## src/rtl/spi_pkg.sv

```systemverilog
// rtl/spi_pkg.sv - shared SPI types and mode helpers for spi_tx and spi_rx
package spi_pkg;

  typedef enum logic [2:0] {IDLE, SETUP, SHIFT, HOLD, GAP} spi_tx_state_t;

  function automatic logic spi_cpol(input int unsigned mode);
    return mode[1];
  endfunction

  function automatic logic spi_cpha(input int unsigned mode);
    return mode[0];
  endfunction

  // Modes 0 and 3 sample on the rising sclk edge, modes 1 and 2 on the falling one.
  function automatic logic spi_sample_rising(input int unsigned mode);
    return spi_cpol(mode) == spi_cpha(mode);
  endfunction

endpackage

```

## src/rtl/spi_tx_if.sv

```systemverilog
// rtl/spi_tx_if.sv - word stream into spi_tx; SPI_TX_BURST_EN adds tlast
interface spi_tx_if #(parameter int DATA_WIDTH = 8);

  logic [DATA_WIDTH-1:0] tdata;
  logic                  tvalid;
  logic                  tready;
`ifdef SPI_TX_BURST_EN
  logic                  tlast;

  modport master (output tdata, tvalid, tlast, input tready);
  modport slave  (input tdata, tvalid, tlast, output tready);
`else
  modport master (output tdata, tvalid, input tready);
  modport slave  (input tdata, tvalid, output tready);
`endif

endinterface

```

## src/rtl/spi_clk_gen.sv

```systemverilog
// rtl/spi_clk_gen.sv - prescale down-counter, one-cycle tick every prescale+1 cycles
module spi_clk_gen #(
  parameter int PRESCALE_WIDTH = 16
) (
  input  logic                      clk,
  input  logic                      rst,
  input  logic                      load,
  input  logic                      en,
  input  logic [PRESCALE_WIDTH-1:0] prescale,
  output logic                      tick,
  output logic                      tick_next
);

  localparam logic [PRESCALE_WIDTH-1:0] ONE = PRESCALE_WIDTH'(1);

  logic [PRESCALE_WIDTH-1:0] period_q;
  logic [PRESCALE_WIDTH-1:0] cnt_q;

  // Counting down to zero and reloading keeps prescale = all-ones inside the register width.
  always_ff @(posedge clk) begin
    if (rst) begin
      period_q <= '0;
      cnt_q    <= '0;
    end else if (load) begin
      period_q <= prescale;
      cnt_q    <= prescale;
    end else if (en) begin
      cnt_q <= (cnt_q == '0) ? period_q : cnt_q - ONE;
    end
  end

  assign tick      = en && (cnt_q == '0);
  assign tick_next = en && ((cnt_q == '0) ? (period_q == '0) : (cnt_q == ONE));

endmodule

```

## src/rtl/spi_tx.sv

```systemverilog
// rtl/spi_tx.sv - SPI master transmitter, MSB first; SPI_TX_BURST_EN keeps cs_n low across tlast=0 words
module spi_tx
  import spi_pkg::*;
#(
  parameter int DATA_WIDTH     = 8,
  parameter int SPI_MODE       = 0,
  parameter int PRESCALE_WIDTH = 16
) (
  input  logic                      clk,
  input  logic                      rst,
  spi_tx_if.slave                   s_axis,
  output logic                      sclk,
  output logic                      txd,
  output logic                      cs_n,
  input  logic [PRESCALE_WIDTH-1:0] prescale,
  output logic                      busy
);

  localparam logic CPOL = spi_cpol(SPI_MODE);
  localparam logic CPHA = spi_cpha(SPI_MODE);
  localparam int   EW   = $clog2(2 * DATA_WIDTH) + 1;
  localparam logic [EW-1:0] LAST_EDGE = EW'(2 * DATA_WIDTH - 1);
  localparam logic [EW-1:0] EDGE_ONE  = EW'(1);

`ifdef SPI_TX_BURST_EN
  localparam bit BURST = 1'b1;
  logic last_in;
  assign last_in = s_axis.tlast;
`else
  localparam bit BURST = 1'b0;
  logic last_in;
  assign last_in = 1'b1;
`endif

  spi_tx_state_t         state_q, state_d;
  logic [DATA_WIDTH-1:0] sh_q, sh_d;
  logic [EW-1:0]         edge_q, edge_d;
  logic                  sclk_q, sclk_d;
  logic                  txd_q, txd_d;
  logic                  cs_n_q, cs_n_d;
  logic                  busy_q, busy_d;
  logic                  tready_q, tready_d;
  logic                  last_q, last_d;
  logic                  load, tick, tick_next, accept;

  assign accept = s_axis.tvalid && tready_q;

  spi_clk_gen #(.PRESCALE_WIDTH(PRESCALE_WIDTH)) u_clk_gen (
    .clk       (clk),
    .rst       (rst),
    .load      (load),
    .en        (state_q != IDLE),
    .prescale  (prescale),
    .tick      (tick),
    .tick_next (tick_next)
  );

  always_ff @(posedge clk) begin
    if (rst) begin
      state_q  <= IDLE;
      sh_q     <= '0;
      edge_q   <= '0;
      sclk_q   <= CPOL;
      txd_q    <= 1'b1;
      cs_n_q   <= 1'b1;
      busy_q   <= 1'b0;
      tready_q <= 1'b0;
      last_q   <= 1'b1;
    end else begin
      state_q  <= state_d;
      sh_q     <= sh_d;
      edge_q   <= edge_d;
      sclk_q   <= sclk_d;
      txd_q    <= txd_d;
      cs_n_q   <= cs_n_d;
      busy_q   <= busy_d;
      tready_q <= tready_d;
      last_q   <= last_d;
    end
  end

  always_comb begin
    state_d = state_q;
    sh_d    = sh_q;
    edge_d  = edge_q;
    sclk_d  = sclk_q;
    txd_d   = txd_q;
    last_d  = last_q;
    load    = 1'b0;

    case (state_q)
      IDLE, HOLD: begin
        // A HOLD acceptance only happens mid-burst, where tready is raised for the last HOLD cycle.
        if (accept) begin
          state_d = SETUP;
          load    = 1'b1;
          last_d  = last_in;
          edge_d  = '0;
          sh_d    = CPHA ? s_axis.tdata : (s_axis.tdata << 1);
          txd_d   = CPHA ? 1'b1 : s_axis.tdata[DATA_WIDTH-1];
        end else if (state_q == HOLD && tick && last_q) begin
          state_d = GAP;
          txd_d   = 1'b1;
        end
      end
      SETUP, SHIFT: begin
        if (tick) begin
          sclk_d = ~sclk_q;
          edge_d = edge_q + EDGE_ONE;
          // edge_q[0]==0 means the toggle being made is a leading (odd) one.
          if (CPHA ? !edge_q[0] : (edge_q[0] && edge_q != LAST_EDGE)) begin
            txd_d = sh_q[DATA_WIDTH-1];
            sh_d  = sh_q << 1;
          end
          state_d = (edge_q == LAST_EDGE) ? HOLD : SHIFT;
        end
      end
      GAP: begin
        if (tick) state_d = IDLE;
      end
      default: state_d = IDLE;
    endcase

    cs_n_d   = !(state_d == SETUP || state_d == SHIFT || state_d == HOLD);
    busy_d   = state_d != IDLE;
    tready_d = (state_d == IDLE) ||
               (BURST && state_d == HOLD && !last_q && (tready_q || tick_next));
  end

  assign s_axis.tready = tready_q;
  assign sclk          = sclk_q;
  assign txd           = txd_q;
  assign cs_n          = cs_n_q;
  assign busy          = busy_q;

endmodule

```

## src/flat_wrapper.sv

```systemverilog
// flat-port wrapper written by rule: the top's interface ports become plain ports
module spi_tx_flat import spi_pkg::*;
#(
  parameter int DATA_WIDTH     = 8,
  parameter int SPI_MODE       = 0,
  parameter int PRESCALE_WIDTH = 16
)
  (clk, rst, sclk, txd, cs_n, prescale, busy, s_axis_tdata, s_axis_tvalid, s_axis_tready);
  spi_tx_if #(.DATA_WIDTH(DATA_WIDTH)) s_axis_i ();
  input  logic clk;
  input  logic rst;
  output logic sclk;
  output logic txd;
  output logic cs_n;
  input  logic [PRESCALE_WIDTH-1:0] prescale;
  output logic busy;
  input wire logic [$bits(s_axis_i.tdata)-1:0] s_axis_tdata;
  input wire logic [$bits(s_axis_i.tvalid)-1:0] s_axis_tvalid;
  output wire logic [$bits(s_axis_i.tready)-1:0] s_axis_tready;
  assign s_axis_i.tdata = s_axis_tdata;
  assign s_axis_i.tvalid = s_axis_tvalid;
  assign s_axis_tready = s_axis_i.tready;
  spi_tx #(.DATA_WIDTH(DATA_WIDTH), .SPI_MODE(SPI_MODE), .PRESCALE_WIDTH(PRESCALE_WIDTH)) u_core (.clk(clk), .rst(rst), .s_axis(s_axis_i), .sclk(sclk), .txd(txd), .cs_n(cs_n), .prescale(prescale), .busy(busy));
endmodule
```

## config.mk

```make
export PLATFORM = sky130hd
export DESIGN_NAME = spi_tx_flat
export DESIGN_NICKNAME = d
export VERILOG_FILES = /design/src/rtl/spi_pkg.sv /design/src/rtl/spi_tx_if.sv /design/src/rtl/spi_clk_gen.sv /design/src/rtl/spi_tx.sv /design/src/flat_wrapper.sv
export SDC_FILE = /design/constraint.sdc
export NUM_CORES = 1
export LEC_CHECK = 0
export ABC_AREA = 0
export BUFFER_PORTS_ARGS = -buffer_cell sky130_fd_sc_hd__buf_2
export CAP_MARGIN = 10
export CELL_PAD_IN_SITES_DETAIL_PLACEMENT = 1
export CELL_PAD_IN_SITES_GLOBAL_PLACEMENT = 2
export CORE_MARGIN = 1
export CORE_UTILIZATION = 25
export DETAILED_ROUTE_END_ITERATION = 16
export PLACE_DENSITY_LB_ADDON = 0.1
export SYNTH_ARGS = -nofsm -noshare
export SYNTH_HDL_FRONTEND = slang
export SYNTH_SLANG_ARGS = --single-unit
```

## constraint.sdc

```tcl
create_clock -name clk -period 2.11 [get_ports clk]
set_input_delay 0.3165 -clock clk [delete_from_list [all_inputs] [get_ports clk]]
set_output_delay 0.3165 -clock clk [all_outputs]
set_load 0.01 [all_outputs]
```

==> results by group, run 1 <==
Status
  – Status: complete, no violations

Drt
  – Final WL: 8.51 mm
  – Drt wl/cell: 16.2 µm
  – Drt first pass iters: 4
  – Routed Antenna Nets: 0
  – Avg Vias per Cell: 4.84
  – Via Count: 2536
  – Drc violations: 0
  – Initial detailed-routing violation count: 87

Die
  – Die height: 105 µm
  – Initial Utilization: 0.258
  – Core footprint: 10300 µm²
  – Num ports: 32
  – Die Wd: 105 µm
  – Row cnt: 37
  – Die area: 11000 µm²

Hold path
  – Worst hold path depth: 3
  – Hold_sp: prescale[14]
  – Worst Hold Endpoint: u_core.u_clk_gen.period_q[14]
  – Hold Path Class: in2reg

Timing
  – Final Max Slew Viols: 0
  – Fin crit share: 0.997
  – WHS: 0.247 ns
  – Fin crit period: 2.10 ns
  – Setup WS post-layout: 0.00560 ns
  – Fin. Hold Viols: 0
  – Fmax: 475 MHz
  – Clock skew: 0.00565 ns
  – RSZ-0062 raised after global routing: true
  – Worst-margin pin slew: 0.644 ns
  – Setup-failing EPs final: 0
  – Relative slew slack: 0.569

Global route
  – Vias in the first global route: 2644
  – Initial antenna violation count: 0
  – GRT Overall Usage: 0.164
  – Total grt overflow: 0
  – Largest net degree at the start of global routing: 28
  – First-pass GRT wire length: 14.1 mm

Final layout
  – Ant diodes: 0
  – Final Cell Area: 3520 µm²
  – Finished Core Util: 0.342
  – Layout cells sized above 1: 0.314
  – Fin nets: 417
  – Fin cells: 524
  – Layout fillers: 1253
  – Area Overhead vs Synth: 32.9%

Clock tree
  – H-tree Lvls: 2
  – CTS max path bufs: 2
  – CTS Buf Count: 5
  – CTS tree: built
  – Sink Count: 52
  – Clk_lat worst skew: 0.31 ns
  – Clock root buffer: clkbuf_8
  – Worst-path clk slew: 0.10 ns

Synth
  – EDFF count, synth: 0
  – Synthesized area: 2650 µm²
  – Leading register cell type out of synthesis: dfxtp_1
  – Synth Net Count: 351
  – Synth Area in Adders: 0.0142
  – Avg Inst Size Synth: 8.25 µm²
  – Yosys warnings: 0
  – Fraction of registers with async set or reset after synthesis: 0
  – Mux cell area share after synthesis: 0.0383
  – Mapped Cells: 321
  – Synth Register Bits: 52
  – Unique masters post-synth: 50
  – Post-synthesis compound-gate area fraction: 0.220
  – Largest family of logic cells by synthesized area: simple AND/OR/NAND/NOR gates
  – Register area share after synthesis: 0.393
  – Simple-gate portion of the synthesized area: 0.241
  – XOR/XNOR share of the synthesized area: 0.0430

Place
  – Placed instance count: 509
  – DP Wirelength: 6.10 mm
  – Post-placement cell area: 3270 µm²
  – Post-Place Worst Slack: -0.0669 ns
  – Port bufs: 31
  – Routability-driven placement congestion ratio: 0.750

Power
  – Leak: 1.36 nW
  – P_sw: 0.00159 W
  – Internal: 0.00247 W
  – Peak supply drop: 0.000321 V
  – Seq pwr share: 0.305
  – Switching portion of total power: 0.392
  – Comb pwr share: 0.518
  – Clock share of power: 0.178
  – Pwr/cell area: 1150 nW/µm²

Flow run
  – Max Cap Violations: 0

Worst setup path
  – Worst EP required: 2.35 ns
  – Worst setup SP type: flop
  – R2R setup slack: 0.006 ns
  – Setup crit end kind: flop
  – Crit Reg-Reg Endpoint: u_core.sh_q[4]
  – Worst-path fanout max: 11
  – Reg2reg path depth: 9
  – Critical path class: reg2reg
  – Crit path DAT: 2.35 ns
  – Crit Reg-Reg Startpoint: u_core.u_clk_gen.cnt_q[1]
## cell usage in the layout (no fill, tap or decap), types with 8 or more instances in the layout
master   count
nand2_1     44
xor2_1       8
o21ai_0      8
buf_4       47
nand3_1      8
buf_2       31
a21oi_1     24
dfxtp_1     48
nor2_1      23
mux2i_1      9
nor3_1      15
## state kept, by name (all words and copies together), names as in the netlist
signal,cells
u_core.edge_q,5
u_core.sclk,1
u_core.s_axis.tready,1
u_core.sh_q,7
u_core.state_q,3
u_core.u_clk_gen.cnt_q,16
u_core.txd,1
u_core.busy,1
u_core.u_clk_gen.period_q,16
u_core.cs_n,1
## worst max-delay path: stages, from the launching register on
cell and delay, ns:
dfxtp_2 0.34, inv_2 0.06, ha_4 0.15, or4b_4 0.51, nor4_4 0.26, a41o_2 0.29
buf_12 0.14, buf_4 0.13, nor2_4 0.03, a211oi_2 0.12
## Yosys cell counts (2+ instances only)
library cell,number,area share
clkbuf_1,21,0.030
xnor2_1,5,0.017
inv_1,6,0.0085
or3_1,4,0.0095
a211o_1,3,0.0099
nor3_1,16,0.030
a21oi_1,24,0.045
and3_1,3,0.0071
o21ai_0,8,0.015
nor2b_1,2,0.0047
nor4_1,7,0.017
nand3_1,9,0.017
o31ai_1,3,0.0085
nand3b_1,2,0.0057
mux2i_1,9,0.034
a211oi_2,4,0.019
a31oi_1,6,0.014
and2_1,2,0.0047
nor2_1,24,0.034
o21bai_1,3,0.0085
dfxtp_1,52,0.39
or4_1,3,0.0085
ha_1,3,0.014
o22ai_1,7,0.017
nand2_1,44,0.062
xor2_1,8,0.026
nand4_1,4,0.0095
a311oi_1,5,0.017
a211oi_1,6,0.017
nor2_2,4,0.0095
o211ai_1,5,0.014
## power by group through the flow
stage,logic [W],registers (W),clock network [W]
floorplan,0.00117,0.00125,0
global placement,0.00196,0.00125,0
detailed placement,0.00197,0.00125,0
CTS,0.00203,0.00123,0.000751
global route,0.00231,0.00126,0.000786
finish,0.00210,0.00124,0.000720
## timing repair
item                                    in CTS  in global routing
resized for setup                            5                 15
endpoints found under the setup margin      16                 19
hold buffers                                 0                  0
setup buffers                                4                  3
pin swaps                                    1                  1
## how the worst max path moves through the flow
stage,slack (ns),start,cells past startpoint,to
global placement,-0.1,u_core.u_clk_gen.cnt_q[1],10,u_core.u_clk_gen.cnt_q[10]
finish,0.006,u_core.u_clk_gen.cnt_q[1],9,u_core.sh_q[4]
detailed placement,-0.07,u_core.u_clk_gen.cnt_q[0],8,u_core.sh_q[2]
floorplan,-0.008,u_core.u_clk_gen.cnt_q[6],7,u_core.sh_q[3]
global route,-0.03,u_core.u_clk_gen.cnt_q[1],9,u_core.sh_q[4]
CTS,-0.006,u_core.u_clk_gen.cnt_q[11],7,u_core.sh_q[2]
## per-stage QoR
stage | total power [W] | setup TNS, ns
floorplan | 0.00242 | -0.0316
global placement | 0.00321 | -0.613
detailed placement | 0.00322 | -0.174
CTS | 0.00401 | -0.00574
global route | 0.00435 | -0.0792
finish | 0.00406 | 0
## layer usage
layer  track usage  part of all wire
met4        0.0342            0.0068
met1         0.234              0.53
met5             0                 0
met3        0.0256             0.021
met2         0.261              0.44
## cell families (layout without fill, tap and decap cells)
kind of cell,after synthesis,in the layout
flip-flops,52,52
buffers and inverters,30,97
AO/OA/AOI/OAI,84,84
multiplexers,10,10
XOR/XNOR,13,13
adder cells (fa/ha/maj),3,3
AND/OR/NAND/NOR,129,129
## area by class of cell
class / instances / area [µm²] / area share
Clock inverter: 3 / 42.5 / 0.0121
Clock buffer: 5 / 68.8 / 0.0196
Inverter: 6 / 22.5 / 0.00640
Timing Repair Buffer: 83 / 591 / 0.168
Sequential cell: 52 / 1050 / 0.297
Tap cell: 136 / 170 / 0.0483
Multi-Input combinational cell: 239 / 1580 / 0.449
Note: power is estimated with default switching activity, not from simulation.
==> inputs of run 2 (changes only) <==
--- a/config.mk
+++ b/config.mk
@@ -13,7 +13,7 @@
 export CORE_MARGIN = 1
 export CORE_UTILIZATION = 25
 export DETAILED_ROUTE_END_ITERATION = 16
-export PLACE_DENSITY_LB_ADDON = 0.1
+export PLACE_DENSITY_LB_ADDON = 0.05
 export SYNTH_ARGS = -nofsm -noshare
 export SYNTH_HDL_FRONTEND = slang
 export SYNTH_SLANG_ARGS = --single-unit
==> run 2 against run 1 <==
Hold slack got worse by 0.0077 ns. Cell count down 0.19%. Largest power group unchanged. Core utilization is 0.21 points lower. Combinational power rose by 5%. Clock skew down 0.00056 ns.
==> results by group, run 2 (synthesized netlist as in run 1, its figures left out) <==
Status
  – Status: complete, no violations (unchanged)

Timing
  – Fin crit share: 0.990 (was 0.997)
  – Fmax: 479 MHz (was 475 MHz)
  – Final Max Slew Viols: 0 (unchanged)
  – Fin. Hold Viols: 0 (unchanged)
  – Fin Setup TNS: 0 ns (unchanged)
  – Setup WS post-layout: 0.0211 ns (was 0.00560 ns)
  – Relative slew slack: 0.651 (was 0.569)
  – Clock skew: 0.00509 ns (was 0.00565 ns)
  – Worst-margin pin slew: 0.523 ns (was 0.644 ns)
  – RSZ-0062 raised after global routing: true (unchanged)
  – Fin crit period: 2.09 ns (was 2.10 ns)
  – Setup-failing EPs final: 0 (unchanged)
  – WHS: 0.240 ns (was 0.247 ns)

Clock tree
  – CTS Buf Count: 5 (unchanged)
  – Clock root buffer: clkbuf_8 (unchanged)
  – Worst-path clk slew: 0.10 ns (about the same)
  – CTS tree: built (unchanged)
  – H-tree Lvls: 2 (unchanged)
  – CTS max path bufs: 2 (unchanged)
  – Sink Count: 52 (unchanged)
  – Clk_lat worst skew: 0.32 ns (was 0.31 ns)

Final layout
  – Ant diodes: 0 (unchanged)
  – Layout fillers: 1270 (was 1253)
  – Finished Core Util: 0.340 (was 0.342)
  – Fin nets: 416 (was 417)
  – Layout cells sized above 1: 0.307 (was 0.314)
  – Most frequent cells in the layout: dfxtp_1, buf_4, nand2_1 (unchanged)
  – Top flop regs: u_core.u_clk_gen.cnt_q x16, u_core.u_clk_gen.period_q x16, u_core.sh_q x7 (unchanged)
  – Area Overhead vs Synth: 32.1% (was 32.9%)
  – Commonest non-fill, non-tap cell in the layout: dfxtp_1 (unchanged)

Power
  – Pwr/cell area: 1170 nW/µm² (was 1150 nW/µm²)
  – Clock share of power: 0.154 (was 0.178)
  – Internal: 0.00244 W (was 0.00247 W)
  – P_sw: 0.00164 W (was 0.00159 W)
  – Switching portion of total power: 0.401 (was 0.392)
  – Comb pwr share: 0.540 (was 0.518)
  – Total Power: 0.00408 W (was 0.00406 W)
  – Peak supply drop: 0.000303 V (was 0.000321 V)
  – Leak: 1.35 nW (was 1.36 nW)
  – Seq pwr share: 0.306 (was 0.305)

Drt
  – DR top layer: met4 (unchanged)
  – Routed wire length on met2: 3.87 mm (was 3.72 mm)
  – Drc violations: 0 (unchanged)
  – Avg Vias per Cell: 4.98 (was 4.84)
  – WL met1: 4.67 mm (was 4.55 mm)
  – Initial detailed-routing violation count: 98 (was 87)
  – Drt first pass iters: 4 (unchanged)
  – Final WL: 8.87 mm (was 8.51 mm)
  – Met3 WL post-DR: 226 µm (was 179 µm)
  – Routed Antenna Nets: 0 (unchanged)
  – Via Count: 2605 (was 2536)
  – Drt wl/cell: 17.0 µm (was 16.2 µm)

Place
  – Port bufs: 31 (unchanged)
  – Post-Place Worst Slack: -0.0445 ns (was -0.0669 ns)
  – Routability-driven placement congestion ratio: 0.776 (was 0.750)
  – DP Wirelength: 6.36 mm (was 6.10 mm)

Die
  – Num ports: 32 (unchanged)
  – Core footprint: 10300 µm² (unchanged)
  – Row cnt: 37 (unchanged)
  – Initial Utilization: 0.258 (unchanged)
  – Die height: 105 µm (unchanged)
  – Die area: 11000 µm² (unchanged)
  – Die Wd: 105 µm (unchanged)

Global route
  – Total grt overflow: 0 (unchanged)
  – Vias in the first global route: 2625 (was 2644)
  – First-pass GRT wire length: 14.3 mm (was 14.1 mm)
  – Initial antenna violation count: 0 (unchanged)
  – GRT Overall Usage: 0.168 (was 0.164)
  – Largest net degree at the start of global routing: 24 (was 28)

Worst setup path
  – Worst setup SP type: flop (unchanged)
  – Critical path class: reg2reg (unchanged)
  – Worst-path fanout max: 5 (was 11)
  – Worst EP required: 2.36 ns (was 2.35 ns)
  – Setup crit end kind: flop (unchanged)
  – Crit path DAT: 2.34 ns (was 2.35 ns)

Flow run
  – Max Cap Violations: 0 (unchanged)

Hold path
  – Hold Path Class: in2reg (unchanged)
[run 2: worst max-delay path, cell delays in order (launching register included)]
cell      delay (ns)
dfxtp_2         0.34
inv_2           0.07
ha_4            0.14
or4b_4          0.51
nor4_4          0.20
buf_4           0.18
a41o_4          0.24
buf_12          0.13
nor2_4          0.03
a211oi_2        0.18
[run 2: worst paths after layout]
kind                                       from  slack, ns  cells past startpoint                            end
setup / recovery      u_core.u_clk_gen.cnt_q[1]       0.02                      9                 u_core.sh_q[5]
hold / removal                     prescale[14]       0.24                      3  u_core.u_clk_gen.period_q[14]
setup reg to reg      u_core.u_clk_gen.cnt_q[1]       0.02                      9                 u_core.sh_q[5]
hold reg to reg   u_core.u_clk_gen.period_q[12]       0.47                      2  u_core.u_clk_gen.period_q[12]
[run 2: cell type report]
class / count / area (µm²) / area share
Inverter: 6 / 22.5 / 0.00644
Tap cell: 136 / 170 / 0.0486
Clock buffer: 6 / 82.6 / 0.0236
Sequential cell: 52 / 1040 / 0.299
Clock inverter: 2 / 10.0 / 0.00286
Multi-Input combinational cell: 240 / 1610 / 0.461
Timing Repair Buffer: 81 / 554 / 0.158
[run 2: metrics by stage]
step	std cells	instance area, µm²
4_1_cts	520	3380
3_3_place_gp	510	3250
5_1_grt	523	3500
3_5_place_dp	510	3250
2_1_floorplan	321	2690
6_report	523	3500
[run 2: repair_timing]
action                                 4_1_cts  5_1_grt
hold buffers                                 0        0
setup buffers                                2        2
endpoints found under the hold margin        0        0
pin swaps                                    0        2
cloned                                       0        1
setup endpoints to repair                   15       21
resized for setup                            5       18
[run 2: layer usage]
metal | up-vias | GRT usage
met5 | - | 0
met4 | 0 | 0.0453
met3 | 7 | 0.0287
met2 | 37 | 0.261
met1 | 1258 | 0.237
li1 | 1303 | -
[run 2: power groups by stage]
stage	sequential (W)	combinational [W]	clock, W
after floorplan	0.00125	0.00117	0
after global placement	0.00125	0.00199	0
after detailed placement	0.00125	0.00198	0
after CTS	0.00124	0.00203	0.000656
after global routing	0.00127	0.00242	0.000701
final	0.00125	0.00220	0.000630
==> inputs of run 3 (changes only) <==
--- a/config.mk
+++ b/config.mk
@@ -11,7 +11,7 @@
 export CELL_PAD_IN_SITES_DETAIL_PLACEMENT = 1
 export CELL_PAD_IN_SITES_GLOBAL_PLACEMENT = 2
 export CORE_MARGIN = 1
-export CORE_UTILIZATION = 25
+export CORE_UTILIZATION = 31
 export DETAILED_ROUTE_END_ITERATION = 16
 export PLACE_DENSITY_LB_ADDON = 0.05
 export SYNTH_ARGS = -nofsm -noshare
==> run 3 against run 2 <==
The run now ends with setup timing left. Sequential cell count unchanged. Die area down 19%. Cell count down 6.3%. Global-route usage up 3.8 points. Via count up 0.38%. Register-to-register slack worse by 0.08 ns. Design area down 0.39%. Sequential share of layout area up 0.12 points. Hold slack better by 0.0019 ns. Critical path depth down 1. Critical endpoint is now u_core.sh_q[6]. Largest cell class unchanged.
==> results by group, run 3 (synthesized netlist as in run 1, its figures left out) <==
Die
  – Die Wd: 94.4 µm (was 105 µm)
  – Die area: 8910 µm² (was 11000 µm²)
  – Num ports: 32 (unchanged)
  – Row cnt: 33 (was 37)
  – Core footprint: 8260 µm² (was 10300 µm²)
  – Die height: 94.4 µm (was 105 µm)
  – Initial Utilization: 0.321 (was 0.258)

Final layout
  – Fin cells: 490 (was 523)
  – Area Overhead vs Synth: 31.6% (was 32.1%)
  – Top flop regs: u_core.u_clk_gen.cnt_q x16, u_core.u_clk_gen.period_q x16, u_core.sh_q x7 (unchanged)
  – Layout fillers: 993 (was 1270)
  – Reg area: 1040 µm² (unchanged)
  – Most frequent cells in the layout: dfxtp_1, nand2_1, buf_4 (was dfxtp_1, buf_4, nand2_1)
  – Commonest non-fill, non-tap cell in the layout: dfxtp_1 (unchanged)
  – Fin nets: 414 (was 416)
  – Ant diodes: 0 (unchanged)
  – Layout cells sized above 1: 0.317 (was 0.307)
  – Area of the multi-input gates: 1610 µm² (about the same)
  – Finished Core Util: 0.422 (was 0.340)

Global route
  – Initial antenna violation count: 0 (unchanged)
  – First-pass GRT wire length: 14.1 mm (was 14.3 mm)
  – Total grt overflow: 0 (unchanged)
  – Largest net degree at the start of global routing: 24 (unchanged)
  – GRT Overall Usage: 0.206 (was 0.168)
  – Vias in the first global route: 2737 (was 2625)

Power
  – Clock share of power: 0.175 (was 0.154)
  – P_sw: 0.00162 W (was 0.00164 W)
  – Internal: 0.00249 W (was 0.00244 W)
  – Pwr/cell area: 1180 nW/µm² (was 1170 nW/µm²)
  – Leak: 1.36 nW (was 1.35 nW)
  – Comb pwr share: 0.521 (was 0.540)
  – Seq pwr share: 0.303 (was 0.306)
  – Peak supply drop: 0.000444 V (was 0.000303 V)
  – Switching portion of total power: 0.394 (was 0.401)

Worst setup path
  – Worst setup SP type: flop (unchanged)
  – Setup crit end kind: flop (unchanged)
  – Worst-path fanout max: 7 (was 5)
  – Crit path DAT: 2.40 ns (was 2.34 ns)
  – Critical path class: reg2reg (unchanged)
  – Worst EP required: 2.35 ns (was 2.36 ns)

Clock tree
  – Clk_lat worst skew: 0.32 ns (about the same)
  – Sink Count: 52 (unchanged)
  – CTS Buf Count: 5 (unchanged)
  – CTS max path bufs: 2 (unchanged)
  – CTS tree: built (unchanged)
  – Worst-path clk slew: 0.11 ns (was 0.10 ns)
  – H-tree Lvls: 2 (unchanged)
  – Clock root buffer: clkbuf_8 (unchanged)

Drt
  – Final WL: 8.55 mm (was 8.87 mm)
  – Drc violations: 0 (unchanged)
  – Drt first pass iters: 4 (unchanged)
  – Drt wl/cell: 17.4 µm (was 17.0 µm)
  – Routed Antenna Nets: 0 (unchanged)
  – Via Count: 2615 (was 2605)
  – Avg Vias per Cell: 5.34 (was 4.98)
  – Initial detailed-routing violation count: 60 (was 98)

Hold path
  – Hold Path Class: in2reg (unchanged)

Place
  – Port bufs: 31 (unchanged)
  – Placed instance count: 475 (was 510)
  – Routability-driven placement congestion ratio: 0.807 (was 0.776)
  – DP Wirelength: 6.06 mm (was 6.36 mm)

Timing
  – Setup-failing EPs final: 7 (was 0)
  – Relative slew slack: 0.608 (was 0.651)
  – Final Max Slew Viols: 0 (unchanged)
  – Clock skew: 0.0123 ns (was 0.00509 ns)
  – Fin crit share: 1.03 (was 0.990)
  – Fin crit period: 2.17 ns (was 2.09 ns)
  – RSZ-0062 raised after global routing: true (unchanged)
  – Setup WS post-layout: -0.0553 ns (was 0.0211 ns)
  – Fin. Hold Viols: 0 (unchanged)
  – Fmax: 462 MHz (was 479 MHz)
  – WHS: 0.241 ns (was 0.240 ns)
  – Worst-margin pin slew: 0.584 ns (was 0.523 ns)

Status
  – Status: finished, violations left (was complete, no violations)
  – Violated checks: setup timing

Flow run
  – Max Cap Violations: 0 (unchanged)
==> run 3: cell types whose count changed in the layout (fill, tap and decap cells not counted), sizes merged <==
cell      previous run  this run
clkinvlp             0         1
clkinv               2         1
bufinv               0         1
buf                 81        79
a41o                 2         1
==> run 3: critical path, cell delays in order, from the launching register on <==
cell	delay, ns
dfxtp_2	0.34
inv_2	0.06
ha_4	0.13
or4b_4	0.50
nor4_4	0.37
a41o_2	0.34
buf_12	0.16
nor2_4	0.04
a211oi_2	0.14
==> run 3: through the flow <==
stage,setup slack (ns),TNS [ns],power (W),cell area [µm²]
final,-0.0553,-0.305,0.00411,3480
after global routing,-0.109,-0.949,0.00442,3480
after CTS,0.00194,0,0.00396,3340
after detailed placement,-0.0475,-0.0868,0.00318,3180
after global placement,0.0315,0,0.00316,3180
after floorplan,-0.00790,-0.0316,0.00242,2690
==> run 3: what timing repair did <==
| item | in CTS | in global routing |
|---|---|---|
| hold buffers | 0 | 0 |
| resized for setup | 5 | 22 |
| buffers inserted | 3 | 3 |
| endpoints found under the setup margin | 10 | 22 |
| hold endpoints to repair | 0 | 0 |
| pin swaps | 2 | 9 |
| gates cloned | 0 | 1 |
==> run 3: power by group through the flow <==
stage	Combinational (W)	Sequential, W	Clock, W
finish	0.00214	0.00125	0.000720
global route	0.00237	0.00127	0.000778
CTS	0.00198	0.00124	0.000744
detailed placement	0.00192	0.00126	0
global placement	0.00190	0.00125	0
floorplan	0.00117	0.00125	0
==> run 3: cell type report <==
class / instances / area share
multi-input combinational: 239 / 0.462
sequential: 52 / 0.300
timing repair buffer: 80 / 0.162
tap: 105 / 0.0377
clock buffer: 5 / 0.0197
clock inverter: 3 / 0.0122
inverter: 6 / 0.00646
==> run 3: final timing paths <==
check	startpoint	to	slack [ns]	cells past startpoint
worst max-delay path	u_core.u_clk_gen.cnt_q[0]	u_core.sh_q[6]	-0.06	8
worst min register to register	u_core.u_clk_gen.period_q[13]	u_core.u_clk_gen.period_q[13]	0.47	2
worst max register to register	u_core.u_clk_gen.cnt_q[0]	u_core.sh_q[6]	-0.06	8
worst min-delay path	prescale[0]	u_core.u_clk_gen.period_q[0]	0.24	3
==> run 3: routing by layer <==
metal | GRT usage | share of wire | vias up
met5 | 0 | 0 | -
met4 | 0.0500 | 0.017 | 0
met3 | 0.0274 | 0.022 | 11
met2 | 0.344 | 0.46 | 33
met1 | 0.278 | 0.50 | 1277
li1 | - | - | 1294
